--- config.mk ---
export PLATFORM = sky130hd
export DESIGN_NAME = wave_sequencer_flat
export DESIGN_NICKNAME = d
export VERILOG_FILES = /design/src/rtl/wave_sequencer_if.sv /design/src/rtl/wave_sequencer.sv /design/src/flat_wrapper.sv
export SDC_FILE = /design/constraint.sdc
export NUM_CORES = 1
export LEC_CHECK = 0
export ABC_AREA = 0
export CORE_UTILIZATION = 59
export CTS_CLUSTER_SIZE = 20
export DETAILED_ROUTE_END_ITERATION = 12
export GPL_TIMING_DRIVEN = 0
export PLACE_DENSITY_LB_ADDON = 0.25
export SYNTH_ARGS = -nofsm -noshare
export SYNTH_HDL_FRONTEND = slang
export SYNTH_SLANG_ARGS = --single-unit
--- constraint.sdc ---
create_clock -name clk -period 3 [get_ports clk]
set_input_delay 0.6 -clock clk [delete_from_list [all_inputs] [get_ports clk]]
set_output_delay 0.6 -clock clk [all_outputs]
set_load 0.02 [all_outputs]
--- src/rtl/wave_sequencer_if.sv ---
// Generator-side bus between wave_sequencer and the CORDIC wave_generator.
// The sequencer drives the load strobes and enable and receives one valid pulse per output sample.
interface wave_sequencer_if;
  logic       gen_valid;
  logic       gen_enable;
  logic [1:0] gen_waveform;
  logic       gen_set_phase;
  logic       gen_set_amplitude;
  logic [7:0] gen_data;

  modport master (
    input  gen_valid,
    output gen_enable, gen_waveform, gen_set_phase, gen_set_amplitude, gen_data
  );

  modport slave (
    output gen_valid,
    input  gen_enable, gen_waveform, gen_set_phase, gen_set_amplitude, gen_data
  );
endinterface

--- src/rtl/wave_sequencer.sv ---
// Steps wave_generator through a table of {phase, amplitude, waveform, dwell} tones.
// Optional SEQ_READBACK_EN adds a combinational table read port cfg_rdata_o.
module wave_sequencer #(
  parameter  int ENTRIES = 4,
  localparam int IDX_W   = $clog2(ENTRIES)
) (
  input  logic             clk,
  input  logic             rst_n,
  input  logic             cfg_we_i,
  input  logic [IDX_W-1:0] cfg_entry_i,
  input  logic [1:0]       cfg_field_i,
  input  logic [7:0]       cfg_data_i,
  input  logic             start_i,
  input  logic             stop_i,
  input  logic             loop_i,
  wave_sequencer_if.master gen,
  output logic             busy_o,
  output logic [IDX_W-1:0] entry_o,
  output logic             done_o
`ifdef SEQ_READBACK_EN
  ,
  output logic [7:0]       cfg_rdata_o
`endif
);

  typedef enum logic [2:0] {
    S_IDLE,
    S_LOAD_PH,
    S_LOAD_AMP,
    S_RUN,
    S_NEXT
  } state_t;

  localparam logic [IDX_W-1:0] LAST_IDX = IDX_W'(ENTRIES - 1);

  logic [7:0] phase_q [ENTRIES];
  logic [7:0] amp_q   [ENTRIES];
  logic [1:0] wave_q  [ENTRIES];
  logic [7:0] dwell_q [ENTRIES];

  state_t           state_q, state_d;
  logic [IDX_W-1:0] idx_q, idx_d;
  logic [7:0]       count_q, count_d;
  logic             done_q, done_d;

  // Table writes are only accepted while idle so a running sequence sees a stable table.
  // NOTE: the table is small and must return to known tones on reset, so it is built from
  // resettable flops rather than a RAM macro; a RAM cannot be cleared in a single cycle.
  always_ff @(posedge clk) begin
    if (!rst_n) begin
      for (int i = 0; i < ENTRIES; i++) begin
        phase_q[i] <= 8'h00;
        amp_q[i]   <= 8'h7F;
        wave_q[i]  <= 2'd0;
        dwell_q[i] <= 8'h00;
      end
    end else if (cfg_we_i && (state_q == S_IDLE)) begin
      unique case (cfg_field_i)
        2'd0: phase_q[cfg_entry_i] <= cfg_data_i;
        2'd1: amp_q[cfg_entry_i]   <= cfg_data_i;
        2'd2: wave_q[cfg_entry_i]  <= cfg_data_i[1:0];
        2'd3: dwell_q[cfg_entry_i] <= cfg_data_i;
      endcase
    end
  end

  // NOTE: all state registers use non-blocking assignment so every flop samples the
  // pre-edge values computed by the combinational block below.
  always_ff @(posedge clk) begin
    if (!rst_n) begin
      state_q <= S_IDLE;
      idx_q   <= '0;
      count_q <= 8'h00;
      done_q  <= 1'b0;
    end else begin
      state_q <= state_d;
      idx_q   <= idx_d;
      count_q <= count_d;
      done_q  <= done_d;
    end
  end

  // NOTE: every signal assigned here gets a default first, so no path can infer a latch.
  always_comb begin
    state_d = state_q;
    idx_d   = idx_q;
    count_d = count_q;
    done_d  = 1'b0;

    if (stop_i) begin
      state_d = S_IDLE;
    end else begin
      unique case (state_q)
        S_IDLE: begin
          if (start_i) begin
            state_d = S_LOAD_PH;
            idx_d   = '0;
          end
        end
        S_LOAD_PH: state_d = S_LOAD_AMP;
        S_LOAD_AMP: begin
          count_d = 8'h00;
          state_d = (dwell_q[idx_q] != 8'h00) ? S_RUN : S_NEXT;
        end
        S_RUN: begin
          if (gen.gen_valid) begin
            count_d = count_q + 8'd1;
            if (count_q == dwell_q[idx_q] - 8'd1) state_d = S_NEXT;
          end
        end
        S_NEXT: begin
          if (idx_q != LAST_IDX) begin
            state_d = S_LOAD_PH;
            idx_d   = idx_q + 1'b1;
          end else if (loop_i) begin
            state_d = S_LOAD_PH;
            idx_d   = '0;
          end else begin
            state_d = S_IDLE;
            done_d  = 1'b1;
          end
        end
        default: state_d = S_IDLE;
      endcase
    end
  end

  // Moore output decode from registered state and index only.
  always_comb begin
    gen.gen_enable        = 1'b0;
    gen.gen_waveform      = 2'd0;
    gen.gen_set_phase     = 1'b0;
    gen.gen_set_amplitude = 1'b0;
    gen.gen_data          = 8'h00;

    unique case (state_q)
      S_LOAD_PH: begin
        gen.gen_set_phase = 1'b1;
        gen.gen_data      = phase_q[idx_q];
        gen.gen_waveform  = wave_q[idx_q];
      end
      S_LOAD_AMP: begin
        gen.gen_set_amplitude = 1'b1;
        gen.gen_data          = amp_q[idx_q];
        gen.gen_waveform      = wave_q[idx_q];
      end
      S_RUN: begin
        gen.gen_enable   = 1'b1;
        gen.gen_waveform = wave_q[idx_q];
      end
      S_NEXT:  gen.gen_waveform = wave_q[idx_q];
      default: ;
    endcase
  end

  assign busy_o  = (state_q != S_IDLE);
  assign entry_o = idx_q;
  assign done_o  = done_q;

`ifdef SEQ_READBACK_EN
  always_comb begin
    unique case (cfg_field_i)
      2'd0:    cfg_rdata_o = phase_q[cfg_entry_i];
      2'd1:    cfg_rdata_o = amp_q[cfg_entry_i];
      2'd2:    cfg_rdata_o = {6'b0, wave_q[cfg_entry_i]};
      default: cfg_rdata_o = dwell_q[cfg_entry_i];
    endcase
  end
`endif

endmodule

--- src/flat_wrapper.sv ---
// flat-port wrapper written by rule: the top's interface ports become plain ports
module wave_sequencer_flat 
#(
  parameter  int ENTRIES = 4,
  localparam int IDX_W   = $clog2(ENTRIES)
)
  (clk, rst_n, cfg_we_i, cfg_entry_i, cfg_field_i, cfg_data_i, start_i, stop_i, loop_i, busy_o, entry_o, done_o, gen_gen_valid, gen_gen_enable, gen_gen_waveform, gen_gen_set_phase, gen_gen_set_amplitude, gen_gen_data);
  wave_sequencer_if gen_i ();
  input  logic clk;
  input  logic rst_n;
  input  logic cfg_we_i;
  input  logic [IDX_W-1:0] cfg_entry_i;
  input  logic [1:0] cfg_field_i;
  input  logic [7:0] cfg_data_i;
  input  logic start_i;
  input  logic stop_i;
  input  logic loop_i;
  output logic busy_o;
  output logic [IDX_W-1:0] entry_o;
  output logic done_o;
  input wire logic [$bits(gen_i.gen_valid)-1:0] gen_gen_valid;
  output wire logic [$bits(gen_i.gen_enable)-1:0] gen_gen_enable;
  output wire logic [$bits(gen_i.gen_waveform)-1:0] gen_gen_waveform;
  output wire logic [$bits(gen_i.gen_set_phase)-1:0] gen_gen_set_phase;
  output wire logic [$bits(gen_i.gen_set_amplitude)-1:0] gen_gen_set_amplitude;
  output wire logic [$bits(gen_i.gen_data)-1:0] gen_gen_data;
  assign gen_i.gen_valid = gen_gen_valid;
  assign gen_gen_enable = gen_i.gen_enable;
  assign gen_gen_waveform = gen_i.gen_waveform;
  assign gen_gen_set_phase = gen_i.gen_set_phase;
  assign gen_gen_set_amplitude = gen_i.gen_set_amplitude;
  assign gen_gen_data = gen_i.gen_data;
  wave_sequencer #(.ENTRIES(ENTRIES)) u_core (.clk(clk), .rst_n(rst_n), .cfg_we_i(cfg_we_i), .cfg_entry_i(cfg_entry_i), .cfg_field_i(cfg_field_i), .cfg_data_i(cfg_data_i), .start_i(start_i), .stop_i(stop_i), .loop_i(loop_i), .gen(gen_i), .busy_o(busy_o), .entry_o(entry_o), .done_o(done_o));
endmodule
=== Yosys cells after proc, flatten, opt, wreduce, memory -nomap -nowiden ===
Memories as Yosys holds them, arrays and structs flattened. A register that Yosys moved wholly into a read port is not among the register bits.
Cells that the tools add are included.

* Register bits: 14
* Memory bits (writable): 104
* Input port bits: 19
* Word-level logic and storage cells: 100
* Memories: 4

{| class="wikitable"
|+ Memory list
! name !! depth !! bits a word !! read ports !! clocked after Yosys merged registers in !! write ports !! line !! text
|-
| u_core.amp_q || 4 || 8 || 1 || 1 || 4 || wave_sequencer.sv:37 || <nowiki>logic [7:0] amp_q [ENTRIES];</nowiki>
|-
| u_core.dwell_q || 4 || 8 || 1 || 1 || 4 || wave_sequencer.sv:39 || <nowiki>logic [7:0] dwell_q [ENTRIES];</nowiki>
|-
| u_core.phase_q || 4 || 8 || 1 || 1 || 4 || wave_sequencer.sv:36 || <nowiki>logic [7:0] phase_q [ENTRIES];</nowiki>
|-
| u_core.wave_q || 4 || 2 || 1 || 1 || 4 || wave_sequencer.sv:38 || <nowiki>logic [1:0] wave_q [ENTRIES];</nowiki>
|}

* Add/subtract/negate cells: 3
* Equality and inequality tests: 13
* Muxes and demuxes: 56
* Bitwise gates (word level): 3
* Reductions and logical operators: 17

{| class="wikitable"
|+ Operators with widths
! cell !! count
|-
| $mux W2 || 17
|-
| $mux W8 || 4
|-
| $pmux W8 S2 || 2
|-
| $mux W1 || 26
|-
| $reduce_or A8 Y1 || 3
|-
| $mux W3 || 5
|-
| $pmux W3 S5 || 1
|-
| $add A8 B1 Y8 const B || 1
|-
| $eq A8 B8 Y1 || 1
|-
| $reduce_bool A8 Y1 || 1
|-
| $reduce_or A4 Y1 || 2
|-
| $sub A8 B1 Y8 const B || 1
|-
| $eq A3 B2 Y1 const B || 2
|-
| $ne A2 B2 Y1 const B || 3
|-
| $reduce_and A3 Y1 || 2
|-
| $eq A2 B2 Y1 const B || 2
|-
| $pmux W2 S2 || 1
|-
| $reduce_and A4 Y1 || 1
|-
| $reduce_bool A2 Y1 || 2
|-
| $reduce_or A2 Y1 || 2
|-
| $eq A3 B1 Y1 const B || 1
|-
| $eq A3 B3 Y1 const B || 1
|-
| $logic_not A3 Y1 || 1
|-
| $ne A3 B2 Y1 const B || 1
|-
| 7 further kinds || 9
|}

=== Logic depth before layout (Yosys ltp) ===
Gate-level depths: netlist (run 1).

* Depth in word-level cells: 7
* Mapped depth: 11

=== Least setup slack after synthesis (run 1) ===
Ideal clock, no wire load.

* Path type: input -> register
* Start: input port cfg_we_i
* End: memory u_core.amp_q[1][0], enable pin
* Setup time: 0.384 ns
* Arrival: 2.123 ns
* Path slack: 0.493 ns
* Stages: 5
* Buffers on the path: 1
* Cells stage by stage: nor4b_2 nor2b_1 nand3_1 clkbuf_1 o21ai_0

{| class="wikitable"
|+ RTL lines
! what !! line !! text
|-
| start, declared || flat_wrapper.sv:11 || <nowiki>input logic cfg_we_i;</nowiki>
|-
| end, declared || wave_sequencer.sv:37 ||
|}

==> impl_metrics.toml, run 1 <==
[clock_tree]
cts_buffers = 17
cts_hold_buf = 0
path_clk_slew_ns = 0.06
cts_root_buffer = "clkbuf_8"
clock_latency_ns = 0.52
cts.sink_count = 120
cts.htree.levels = 4
clockBufferDepth = 2
cts_tree = "yes"

[logic_synthesis]
synth_mux_area_share_pct = 10.4
ys_async_sr_fraction_pct = 0
syn_area_per_cell_um2 = 13.0
synth_xor_area_share_pct = 2.57
synth.top_cell.area_share_pct = 53.9
synth_top_family_by_area = "simple AND/OR/NAND/NOR gates"
synth-compound-area-share_pct = 4.40
synth_area_leaders = "edfxtp_1 54%, mux4_2 10%, dfxtp_1 5.5%, and2_1 5.5%, or3_1 2.5%"
synthAdderAreaFrac_pct = 0.863
synth_simple_gate_area_share_pct = 19.6
ys_warn_count = 0
netlist_area_um2 = 5800
synth-edff-count = 104
yosys.area.top_type = "edfxtp_1"
synthesis.instances = 445
ys_seq_area_share_pct = 59.4
synth_ff_type = "edfxtp_1"
synth_cell_types = 44
synth_nets = 468
synth-seq-cells = 120

[power_and_ir_drop]
powerDensity_nw_per_um2 = 581
leakage_uw = 0.00250
irDropWorstVdd_v = 0.000421

[placed_design]
place_area_um2 = 6300
gp_congestion = 0.828
portBuffers = 34
dpl.hpwl_um = 9000
place_ws_ns = -0.799

[floorplanning]
fp-row-count = 35
ios = 36
die_h_um = 101
design.core.area_um2 = 9370
die_w_um = 101
start_util_pct = 61.9
die_area_um2 = 10200

[timing]
finalHoldViolCount = 0
setup_viol = 0
max_clock_freq_mhz = 345
min_period_ns = 2.90
whs_ns = 0.534
relSlewSlack_pct = 12.9
postLayoutSetupSlackWorst_ns = 0.102
worst_pin_slew_ns = 1.29
fin_skew_ns = 0.00669
rsz0062_at_grt = "false"
final.period_utilization_pct = 96.6
slew_viol_final = 0

[final_layout]
final_area_um2 = 6960
final_cell_mix = "104 x edfxtp_1, 51 x and2_1, 37 x nor2_1"
nets = 530
layout.cells.most_common = "edfxtp_1"
areaGrowthSynthToFinish_pct = 20.1
diodes = 0
drive_above_1_share_pct = 17.7
fin_util_pct = 74.3

[worst_setup_path]
required_ns = 2.40
cp_max_fo = 13
cp-end-kind = "primary output"
reg2reg_slack_ns = 0.20
cp.arrival_ns = 2.30
crit_type = "flop to primary output"
critPathLaunchType = "flop"

[route]
vias = 3937
drtIter0Drc = 280
drt-total-wl_um = 13300
dr.pass1.iters = 5
antenna_left = 0
wl_per_cell_um = 20.4
drc = 0
viasPerCell = 6.07

[hold_path]
hp-class = "flop to flop"

[outcome]
status = "completed"

[global_routing]
grt_pass1_vias = 3962
grt_usage_pct = 28.4
antenna_found_initial = 0
grt_max_degree = 18
grt_overflow_total = 0
grt_pass1_wl_um = 20800

[run]
drv_cap = 0
[kinds of logic (layout without fill, tap and decap cells)]
| kind of cell | Yosys count | after routing |
|---|---|---|
| AND/OR/NAND/NOR | 200 | 200 |
| flip-flops | 120 | 120 |
| AO/OA/AOI/OAI | 39 | 39 |
| buffers and inverters | 37 | 112 |
| multiplexers | 28 | 28 |
| XOR/XNOR | 17 | 17 |
| adder cells (fa/ha/maj) | 4 | 4 |
[metrics by stage]
| stage | setup TNS, ns | total power (uW) | std cells |
|---|---|---|---|
| finish | 0 | 4040 | 649 |
| global route | 0 | 4140 | 649 |
| CTS | 0 | 4050 | 639 |
| detailed placement | -38.82 | 2170 | 608 |
| global placement | -34.08 | 2160 | 608 |
| floorplan | 0 | 2060 | 445 |
[sequential cells by signal (all words and copies together), names as in the netlist, named ones only]
name            cells
u_core.state_q      3
u_core.done_o       1
u_core.phase_q     32
u_core.amp_q       32
u_core.count_q      8
u_core.wave_q       8
u_core.entry_o      2
u_core.dwell_q     32
[layer usage]
metal	up-vias	GRT usage (%)	wire length [um]
met5	-	0	0
met1	1930	35.5	5080
met3	24	7.28	1040
li1	1784	-	-
met4	0	10.4	240
met2	199	48.0	6900
[report_power, final]
| group | total, uW | internal (uW) | switching (uW) |
|---|---|---|---|
| Combinational | 258 | 92.5 | 166 |
| Sequential | 1880 | 1860 | 15.9 |
| Clock | 1910 | 1120 | 790 |
[cell usage after synthesis, types with 3 or more instances]
cell	count
nand2_1	14
and3_1	13
or2_2	11
inv_1	8
xnor2_1	8
o21ai_0	17
mux4_2	26
dfxtp_1	16
clkbuf_1	21
a22o_1	8
nor2b_1	9
nor2_1	37
buf_2	4
a21oi_1	3
nand4_1	4
and2_1	51
and4_1	3
or3_1	23
nand3_1	7
ha_1	4
nand2b_1	7
nor3_1	13
xor2_1	9
edfxtp_1	104
[cell type report]
type | instances | area [um2]
sequential | 120 | 3440
fill | 615 | 2410
tap | 129 | 161
multi-input combinational | 288 | 2200
buffer | 27 | 160
clock buffer | 18 | 418
timing repair buffer | 44 | 403
clock inverter | 14 | 140
inverter | 9 | 35.0
[worst max-delay path, cell delays in order, from the launching register on]
cell and delay, ns:
dfxtp_1 0.36, buf_12 0.16, buf_12 0.16, mux4_2 0.54, a22o_1 0.22, dlygate4sd2_1 0.32
[timing repair]
item | in CTS | in global routing
setup endpoints to repair | 20 | 23
gates resized for setup | 25 | 9
buffers inserted | 0 | 10
[final timing paths]
path,end,cells past startpoint,from
setup reg to reg,u_core.phase_q[0][5],6,u_core.state_q[1]
hold reg to reg,u_core.entry_o[1],2,u_core.entry_o[1]
setup / recovery,gen_gen_data[0],5,flop
hold / removal,u_core.entry_o[1],2,u_core.entry_o[1]
Power figures use the tool's default switching activity.
==> inputs of run 2 (changes only) <==
CORE_UTILIZATION = 62   (was 59)
CTS_BUF_LIST = sky130_fd_sc_hd__clkbuf_2   (was unset)
==> run 2 against run 1 <==
Effect of this change:
- register-to-register slack worse by 0.12 ns
- global-route usage up 1.1 points
- design area down 5.1%
- clock power down 42%
- non-clock buffer count down 5
- hold slack better by 0.020 ns
- critical path type is now flop to flop
- highest routed layer unchanged
==> impl_metrics.toml, run 2 (synthesis gave the netlist of run 1 again) <==
[timing]
postLayoutSetupSlackWorst_ns = 0.0849
worst_pin_slew_ns = 1.31
setup_viol = 0
slew_viol_final = 0
fin_skew_ns = 0.0271
relSlewSlack_pct = 11.5
min_period_ns = 2.92
setup_tns_ns = 0
final.period_utilization_pct = 97.2
finalHoldViolCount = 0
max_clock_freq_mhz = 343

[worst_setup_path]
reg2reg_slack_ns = 0.08
ff2ff_path_depth = 4
crit_type = "flop to flop"
cp.arrival_ns = 3.20
cp_max_fo = 8
cp-end-kind = "flop"
timing.rr.end = "u_core.phase_q[1][7]"
critPathLaunchType = "flop"
required_ns = 3.28
startpoint = "u_core.state_q[0]"
critical_path.endpoint = "u_core.phase_q[1][7]"
reg2reg_from = "u_core.state_q[0]"

[final_layout]
drive_above_1_share_pct = 19.1
layout.cells.most_common = "edfxtp_1"
multi_input_area_um2 = 2220
fill_cells = 582
largestRegisters = "u_core.amp_q x32, u_core.dwell_q x32, u_core.phase_q x32"
final_cells = 621
areaGrowthSynthToFinish_pct = 14.0
regArea_um2 = 3450
diodes = 0
nets = 525
final_cell_mix = "104 x edfxtp_1, 51 x and2_1, 37 x nor2_1"

[clock_tree]
cts.htree.levels = 4
clock_latency_ns = 0.66
path_clk_slew_ns = 0.18
clockBufferDepth = 2
cts.sink_count = 120
cts_tree = "yes"
cts_buffers = 17
cts_root_buffer = "clkbuf_2"

[power_and_ir_drop]
irDropWorstVdd_v = 0.000286
leakage_uw = 0.00233
p_int_uw = 2480
power_frac_seq_pct = 57.6
switching_share_pct = 23.6
switching_power_uw = 768
comb_power_share_pct = 8.2
p_clk_share_pct = 34.2
powerDensity_nw_per_um2 = 492

[global_routing]
grt_max_degree = 17
use_met1_pct = 39.8
grt_busiest_layer = "met2"
grt_pass1_vias = 3941
grtUsageMet2_pct = 45.7
grt_use_met3_pct = 9.15
antenna_found_initial = 0
grt_pass1_wl_um = 20800
grt_usage_pct = 29.5
grt_overflow_total = 0

[floorplanning]
die_h_um = 98.7
die_w_um = 98.7
ios = 36
fp-row-count = 34
design.core.area_um2 = 8890
die_area_um2 = 9740
start_util_pct = 65.2

[route]
vias = 3948
wl_per_cell_um = 21.5
drt-total-wl_um = 13400
drtIter0Drc = 367
dr.pass1.iters = 7
viasPerCell = 6.36
drc = 0
antenna_left = 0

[placed_design]
place_ws_ns = -0.826
gp_congestion = 0.813
dp.cells = 587
dpl.hpwl_um = 9070
portBuffers = 34

[run]
drv_cap = 0

[outcome]
status = "completed"

[hold_path]
hp-class = "primary input to flop"
run 2: cell count changes in the layout (fill, tap and decap cells not counted), sizes merged:
cell and change:
clkinv -1, dlygate4sd2 -8, buf -4, inv -5
clkbuf +8, bufinv +3, clkdlybuf4s15 +2, clkdlybuf4s50 -2
run 2: worst min-delay path by stage:
stage,startpoint,to,slack [ns],cells past startpoint
floorplan,u_core.count_q[6],u_core.count_q[6],0.52,2
global placement,u_core.entry_o[1],u_core.entry_o[1],0.53,2
detailed placement,u_core.entry_o[1],u_core.entry_o[1],0.53,2
CTS,cfg_field_i[0],u_core.amp_q[2][1],0.49,3
global route,cfg_field_i[0],u_core.amp_q[2][1],0.49,3
finish,cfg_field_i[0],u_core.amp_q[2][1],0.55,3
run 2: final cells by class:
| cell class | instances | share of cell area (%) |
|---|---|---|
| Clock inverter | 11 | 2.37 |
| Buffer | 27 | 2.59 |
| Timing Repair Buffer | 39 | 5.26 |
| Clock buffer | 19 | 1.44 |
| Inverter | 9 | 0.549 |
| Sequential cell | 120 | 52.1 |
| Multi-Input combinational cell | 288 | 33.6 |
| Tap cell | 108 | 2.04 |
run 2: repair_timing:
action / CTS / global route
hold buffers: 0 / 0
resized for setup: 33 / 33
setup endpoints to repair: 20 / 25
buffers inserted: 4 / 0
cloned: 0 / 0
run 2: per-stage QoR:
| stage | total power, uW | util (%) | hold slack [ns] | cell area [um2] |
|---|---|---|---|---|
| final | 3250 | 74.3 | 0.554 | 6610 |
| after global routing | 3340 | 74.3 | 0.494 | 6610 |
| after CTS | 3250 | 74.2 | 0.490 | 6600 |
| after detailed placement | 2170 | 70.5 | 0.530 | 6270 |
| after global placement | 2160 | 70.5 | 0.529 | 6270 |
| after floorplan | 2060 | - | 0.519 | 5800 |
run 2: critical path: stages (launching register included):
cell,delay [ns]
dfxtp_1,0.38
nor4b_2,0.58
nor2b_1,0.39
nand2b_1,0.18
o21ai_0,1.00
run 2: power by group through the flow:
stage / Clock [uW] / Sequential (uW) / Combinational [uW]
after CTS: 1120 / 1870 / 256
after detailed placement: 0 / 1910 / 260
after global placement: 0 / 1910 / 253
after floorplan: 0 / 1900 / 153
after global routing: 1180 / 1880 / 285
final: 1110 / 1870 / 267
run 2: metal layers:
| layer | up-vias | share of wire, % |
|---|---|---|
| li1 | 1762 | - |
| met1 | 1905 | 39 |
| met4 | 0 | 2.1 |
| met5 | - | 0 |
| met2 | 249 | 47 |
| met3 | 32 | 11 |
